`config.mk`:
```
export PLATFORM = sky130hd
export DESIGN_NAME = metro_turnstile
export DESIGN_NICKNAME = d
export VERILOG_FILES = /design/src/rtl/metro_turnstile_pkg.sv /design/src/rtl/turnstile_timer.sv /design/src/rtl/metro_turnstile.sv
export SDC_FILE = /design/constraint.sdc
export NUM_CORES = 1
export LEC_CHECK = 0
export ABC_AREA = 1
export BUFFER_PORTS_ARGS = -buffer_cell sky130_fd_sc_hd__buf_4
export CAP_MARGIN = 30
export CORE_MARGIN = 1.5
export CORE_UTILIZATION = 30
export CTS_BUF_LIST = sky130_fd_sc_hd__clkbuf_2
export CTS_CLUSTER_SIZE = 20
export DETAILED_ROUTE_END_ITERATION = 6
export SETUP_SLACK_MARGIN = 0.5
export SYNTH_ARGS = -nofsm -noshare
export SYNTH_HDL_FRONTEND = slang
export SYNTH_HIERARCHICAL = 1
export SYNTH_SLANG_ARGS = --single-unit
```
`constraint.sdc`:
```
create_clock -name clk -period 2.55 [get_ports clk]
set_clock_uncertainty 0.05 [all_clocks]
set_input_delay 0.255 -clock clk [delete_from_list [all_inputs] [get_ports clk]]
set_output_delay 0.255 -clock clk [all_outputs]
set_load 0.03 [all_outputs]
```
`src/rtl/metro_turnstile_pkg.sv`:
```
// ---------------------------------------------------------------------------
// metro_turnstile_pkg
// Shared definitions for the metro turnstile access controller: the 2-bit
// state encoding (also exported on state_out for station status logic), the
// default access code, and counter widths.
// ---------------------------------------------------------------------------
package metro_turnstile_pkg;

  // Encoding is visible outside the block through state_out; keep it stable.
  typedef enum logic [1:0] {
    IDLE   = 2'b00,
    CHECK  = 2'b01,
    OPEN   = 2'b10,
    LOCKED = 2'b11
  } state_e;

  // Code that grants access unless the top is parameterised otherwise.
  localparam logic [3:0] DEFAULT_VALID_CODE = 4'd9;

  localparam int unsigned TIMER_W = 4;  // holds up to 15 cycles
  localparam int unsigned FAIL_W  = 3;  // holds up to 7 consecutive fails

endpackage : metro_turnstile_pkg

```
`src/rtl/turnstile_timer.sv`:
```
// ---------------------------------------------------------------------------
// turnstile_timer
// Small up-counter shared by the OPEN and LOCKED dwell periods. Cleared by
// load_i, advanced by inc_i, and flags when the count equals limit_i.
//
// Ports:
//   clk      system clock, rising edge
//   rset     synchronous active-low reset
//   load_i   restart the count at zero (wins over inc_i)
//   inc_i    advance the count by one
//   limit_i  terminal value to compare against
//   done_o   count currently equals limit_i
// ---------------------------------------------------------------------------
module turnstile_timer
  import metro_turnstile_pkg::*;
#(
  parameter int unsigned W = TIMER_W
) (
  input  logic         clk,
  input  logic         rset,
  input  logic         load_i,
  input  logic         inc_i,
  input  logic [W-1:0] limit_i,
  output logic         done_o
);

  logic [W-1:0] count_q;

  always_ff @(posedge clk) begin
    if (!rset) begin
      count_q <= '0;
    end else if (load_i) begin
      count_q <= '0;
    end else if (inc_i) begin
      count_q <= count_q + W'(1);
    end
  end

  assign done_o = (count_q == limit_i);

endmodule : turnstile_timer

```
`src/rtl/metro_turnstile.sv`:
```
// ---------------------------------------------------------------------------
// metro_turnstile
// Access-control FSM for a metro turnstile gate. A 4-bit code is captured
// when validate_code is seen in IDLE, checked for one cycle, and either opens
// the door for OPEN_CYCLES cycles or counts a failure. MAX_FAILS consecutive
// failures lock the gate for LOCK_CYCLES cycles.
//
// Ports:
//   clk               system clock, rising edge
//   rset              synchronous active-low reset, priority over everything
//   validate_code     level request to check access_code (IDLE only)
//   access_code       code presented by the reader
//   open_access_door  door open command, high only in OPEN (registered)
//   state_out         current state register (IDLE/CHECK/OPEN/LOCKED)
// ---------------------------------------------------------------------------
module metro_turnstile
  import metro_turnstile_pkg::*;
#(
  parameter logic [3:0]  VALID_CODE  = DEFAULT_VALID_CODE,
  parameter int unsigned OPEN_CYCLES = 4,   // 1..15
  parameter int unsigned MAX_FAILS   = 3,   // 1..7
  parameter int unsigned LOCK_CYCLES = 8    // 1..15
) (
  input  logic       clk,
  input  logic       rset,
  input  logic       validate_code,
  input  logic [3:0] access_code,
  output logic       open_access_door,
  output logic [1:0] state_out
);

  // Timer terminal values: the timer starts at 0 on entry, so the last
  // cycle of a dwell period is at count N-1.
  localparam logic [TIMER_W-1:0] OPEN_LAST = TIMER_W'(OPEN_CYCLES - 1);
  localparam logic [TIMER_W-1:0] LOCK_LAST = TIMER_W'(LOCK_CYCLES - 1);
  localparam logic [FAIL_W-1:0]  FAIL_MAX  = FAIL_W'(MAX_FAILS);

  state_e              state_q, state_d;
  logic [3:0]          code_q, code_d;
  logic [FAIL_W-1:0]   fail_q, fail_d;
  logic                door_q;
  logic                timer_load, timer_inc, timer_done;
  logic [TIMER_W-1:0]  timer_limit;

  // NOTE: every signal assigned here gets a default first, so no path can
  // leave one unassigned and infer a latch.
  always_comb begin
    state_d     = state_q;
    code_d      = code_q;
    fail_d      = fail_q;
    timer_load  = 1'b0;
    timer_inc   = 1'b0;
    timer_limit = (state_q == LOCKED) ? LOCK_LAST : OPEN_LAST;

    case (state_q)
      IDLE: begin
        // Level-sensitive: a held request starts a new check every time
        // the FSM comes back to IDLE.
        if (validate_code) begin
          code_d  = access_code;
          state_d = CHECK;
        end
      end

      CHECK: begin
        if (code_q == VALID_CODE) begin
          fail_d     = '0;
          timer_load = 1'b1;
          state_d    = OPEN;
        end else if ((fail_q + FAIL_W'(1)) == FAIL_MAX) begin
          fail_d     = '0;
          timer_load = 1'b1;
          state_d    = LOCKED;
        end else begin
          fail_d     = fail_q + FAIL_W'(1);
          state_d    = IDLE;
        end
      end

      OPEN, LOCKED: begin
        timer_inc = 1'b1;
        if (timer_done) state_d = IDLE;
      end

      default: state_d = IDLE;
    endcase
  end

  // NOTE: sequential state uses non-blocking assignments so every register
  // samples the pre-edge values of the others.
  always_ff @(posedge clk) begin
    if (!rset) begin
      state_q <= IDLE;
      code_q  <= '0;
      fail_q  <= '0;
      door_q  <= 1'b0;
    end else begin
      state_q <= state_d;
      code_q  <= code_d;
      fail_q  <= fail_d;
      // Registered from the next state so the door is a flop output that
      // always equals (state_q == OPEN).
      door_q  <= (state_d == OPEN);
    end
  end

  turnstile_timer #(.W(TIMER_W)) u_timer (
    .clk     (clk),
    .rset    (rset),
    .load_i  (timer_load),
    .inc_i   (timer_inc),
    .limit_i (timer_limit),
    .done_o  (timer_done)
  );

  assign state_out        = state_q;
  assign open_access_door = door_q;

endmodule : metro_turnstile

```
# After elaboration in Yosys (flattened, before gate mapping)
# Cells that the tools add are included.
[word_totals]
reg_bits = 14
in_bits = 7
out_inout_bits = 3
elab_cells = 31
[classes]
addsub = 2
eq_ne = 7
mux = 12
n_bitwise = 1
reduce_logical = 4
[ops]
columns = ["operator", "count"]
rows = [
  ["3-bit 2-to-1 mux", 3],
  ["2-bit 2-to-1 mux", 4],
  ["2-bit == test (second input constant)", 3],
  ["2-bit case mux with 3 select lines", 1],
  ["4-bit by 1-bit adder with 4-bit output (second input constant)", 1],
  ["4-bit by 3-bit == test with 1-bit output", 1],
  ["4-bit == test (second input constant)", 1],
  ["1-bit 2-to-1 mux", 4],
  ["2-bit OR reduction", 2],
  ["3-bit by 1-bit adder with 3-bit output (second input constant)", 1],
  ["3-bit by 2-bit == test with 1-bit output (second input constant)", 1],
  ["2-bit by 1-bit == test with 1-bit output (second input constant)", 1],
  ["2-bit zero test", 1],
  ["2-bit AND reduction", 1],
  ["1-bit inverter", 1],
]

# Longest topological paths before layout
[logic_depth]
depth_word = 6
ltp_mapped = 11
mapped_depth_nobuf = 11

# By module
# Netlist, hierarchy kept.
[by_module_without_submodules]
columns = ["mod", "instances", "cells_per_inst", "area_per_inst_um2", "seq_area_each_um2"]
rows = [
  ["metro_turnstile", 1, 70, 469.2, 200.2],
  ["turnstile_timer", 1, 35, 232.7, 80.1],
]

# Worst setup path before layout
# No wires, ideal clock.
[synth_path]
path_type = "register -> register"
from = "reg state_q[1], in the netlist state_out[1]"
to = "reg door_q, in the netlist open_access_door"
setup_ps = 64
arrival_time_ps = 1366
required_ps = 2436
slack_ps = 1071
path_stages_with_launch = 12
path_buffers = 0
synth_period_minus_slack_ps = 1479
cell_sequence = "dfxtp_1 -> nand2_1 -> inv_1 -> xnor2_1 -> nand2_1 -> nor2_1 -> inv_1 -> nand2_1 -> o21ai_1 -> nor2_1 -> nand2_1 -> nor2_1"
[synth_via]
elab_chain_len = 6
word_cells_on_any_way = 11
classes_between = "eq/ne (5); mux (4); reduce/logical (2)"
[synth_lines]
columns = ["element", "line", "rtl"]
rows = [
  ["from (decl)", "metro_turnstile.sv:38", "state_e state_q, state_d;"],
  ["from (signal assigned)", "metro_turnstile.sv:98", "state_q <= state_d;"],
  ["2-bit == test", "metro_turnstile.sv:53", "timer_limit = (state_q == LOCKED) ? LOCK_LAST : OPEN_LAST;"],
  ["3-bit 2-to-1 mux", "metro_turnstile.sv:53", ""],
  ["via timer_limit[2]", "metro_turnstile.sv:43", "logic [TIMER_W-1:0] timer_limit;"],
  ["4-bit by 3-bit == test with 1-bit output", "turnstile_timer.sv:39", "assign done_o = (count_q == limit_i);"],
  ["via timer_done", "metro_turnstile.sv:42", "logic timer_load, timer_inc, timer_done;"],
  ["2-bit 2-to-1 mux", "metro_turnstile.sv:82", "if (timer_done) state_d = IDLE;"],
  ["2-bit case mux with 3 select lines", "metro_turnstile.sv:55", "case (state_q)"],
  ["2-bit == test", "metro_turnstile.sv:103", "door_q <= (state_d == OPEN);"],
  ["to (signal assigned)", "metro_turnstile.sv:103", ""],
  ["to (decl)", "metro_turnstile.sv:41", "logic door_q;"],
]
# The timed path passes the listed nets, and every way through them passes these cells.
# A chain may end at the register's enable or synchronous reset.

# Final worst setup path
# Same ends and word-level chain as after synthesis.

==> results.md <==
* First DRT Iteration DRCs at 8
* RSZ-0062 raised after global routing: no
* VDD IR max at 0.221 mV
* IO buf count at 9
* Clock sink total at 14
* GR Util All Layers at 10.3%
* Final period util at 59.6%
* Core area at 2210 um2
* Cell mode on critical path: nand2_1
* Static leakage at 0.406 nW
* Crit path required time at 2710 ps
* DRT Pass-1 Iters at 4
* Wirelength per Cell at 7.71 um
* GRT overflow at 0
* FF-to-FF Start: state_out[1]
* Highest clock rate at 658 MHz
* First-pass GRT wire length at 2020 um
* Power Density at 465 nW/um2
* Design Area, Final at 823 um2
* R2R depth at 11
* CTS tree: yes
* # hold bufs at CTS at 0
* Synth warn at 6
* R2r endpoint: open_access_door
* HPWL after detailed placement at 888 um
* Row cnt at 17
* Gate Count Post-Synth at 105
* Cts bufs inserted at 3
* Seq/Total Area, Yosys at 39.9%
* Slowest stage delay, CP at 530 ps
* WP data arrival at 1680 ps
* Fraction of layout cells with a size suffix above 1 at 15.3%
* Final GP Congestion at 0.778
* Worst setup path endpoint: open_access_door
* Vias in the first global route at 519
* Number of diodes at 0
* Max Cap Violations at 0
* Die Y-Extent at 51.4 um
* Avg Inst Size Synth at 6.68 um2
* Util after Layout at 37.2%
* Final-layout fill cell count at 250
* Dominant cells by area after synthesis: dfxtp_1 40%, nor2_1 12%, nand2_1 11%, inv_1 8.0%, ha_1 5.3%
* Yosys reg bits at 14
* Clock latency on the worst-skew pair at 260 ps
* DR DRC count at 0
* Fin. max-slew vios at 0
* Crit Path Class: reg -> reg
* CP cell instances: nand2_1 > inv_1 > xnor2_1 > nand2_1 > nor2_1 > inv_1 > nand2_1 > o21ai_1 > nor2_1 > nand2_1 > nor2_1
* Setup crit end kind: register
* Worst setup SP type: register
* # IOs at 10
* Cell taking the most area after synthesis: dfxtp_1
* Largest net degree at the start of global routing at 11
* Min-Delay Path Class: in -> reg
* Area growth, synth to finish at 17.3%
* Vias per cell at 4.15
* Die W at 51.4 um
* Critical path's slowest cell: dfxtp_1
* TNS Setup at 0 ps
* Root Buffer: clkbuf_2
* Vias at 606
* Origin of the worst setup path: state_out[1]
* Die area at 2640 um2
* Final setup fails at 0
* Post-CTS Setup Bufs at 0
* Status: finished clean
* Initial Util at 31.7%
* Post-CTS Resized at 0
* CTS H-tree depth at 1
* CTS Buffer Depth at 2
* Final ANT Viol Nets at 0
* Mapped cell area at 702 um2
* CP max FO at 10
* Synth cell types at 17
* Synth top area share at 39.9%
* Clock slew at reported path FFs at 130 ps
* Final hold viol count at 0
* Initial antenna violation count at 0
* Fin crit period at 1520 ps
* Routed WL at 1130 um
* DP Area at 808 um2
* R2R Setup Slk at 1030 ps
* Nets at 130
## flip-flops by register name, summed over array words and instances, names as in the netlist
register          cells
code_q                4
open_access_door      1
u_timer/count_q       4
state_out             2
fail_q                3
## how the worst min path moves through the flow
| stage | startpoint | end | slack (ps) | depth (start not counted) |
|---|---|---|---|---|
| after global placement | code_q[1] | code_q[1] | 420 | 2 |
| after detailed placement | code_q[3] | code_q[3] | 420 | 2 |
| after floorplan | rset | fail_q[2] | 320 | 1 |
| final | access_code[2] | code_q[2] | 180 | 3 |
| after global routing | access_code[2] | code_q[2] | 170 | 3 |
| after CTS | access_code[2] | code_q[2] | 170 | 3 |
## critical path: cells and delay by family, from the launching register on
family                    cells  cell delay [ps]
and+or+nand+nor               7              590
DFF                           1              530
buffers and inverters         2              120
xor gates and xnor gates      1              110
AOI/OAI and AO/OA             1               70
## synthesized netlist by cell type, drive strengths merged
cell	instances
nand2	24
nor2	24
inv	16
dfxtp	14
o21ai	7
a21oi	6
ha	3
nand3	3
xnor2	3
conb	2
clkbuf	1
nand4	1
o21a	1
## metrics by stage
stage	std cells	setup slack [ps]	hold WS, ps	power, mW
finish	146	1030	183	0.383
global route	146	821	172	0.406
CTS	146	1000	173	0.389
detailed placement	143	1040	424	0.292
global placement	143	1050	416	0.291
floorplan	107	1070	323	0.274
## final cells by class
cell class	instances	area (um2)	share of cell area, %
clock buffer	3	15.0	1.82
inverter	16	60.1	7.29
timing repair buffer	9	67.6	8.21
multi-input combinational	76	365	44.4
sequential	14	280	34.0
tap	28	35.0	4.26
## report_power, final
group / internal (mW) / switching (mW)
Combinational: 0.0218 / 0.0299
Sequential: 0.228 / 0.00616
Clock: 0.0321 / 0.0649
## logic make-up (layout without fill, tap and decap cells)
family | after synthesis | after routing | synth area share [%]
AND/OR/NAND/NOR | 52 | 52 | 30.5
buffers and inverters | 17 | 28 | 9.09
AO/OA/AOI/OAI | 14 | 14 | 10.3
flip-flops | 14 | 14 | 39.9
adder cells (fa/ha/maj) | 3 | 3 | 5.35
XOR/XNOR | 3 | 3 | 3.74
other | 2 | 4 | 1.07
## placed cells by master (no fill, tap or decap), drive strengths merged
cell / instances
a21oi: 6
o21ai: 7
nand2: 24
nor2: 24
xnor2: 3
dfxtp: 14
o21a: 1
buf: 9
ha: 3
inv: 16
nand4: 1
clkbuf: 3
nand3: 3
conb: 4
## per-layer routing
layer	vias to the layer above	wire [um]	part of all wire (%)	track usage (%)
met5	-	0	0	0
met2	10	463	41	15.4
met4	0	9	0.80	6.58
met3	2	57	5.1	2.92
li1	341	-	-	-
met1	253	594	53	12.8
(Power assumes the default switching activity.)
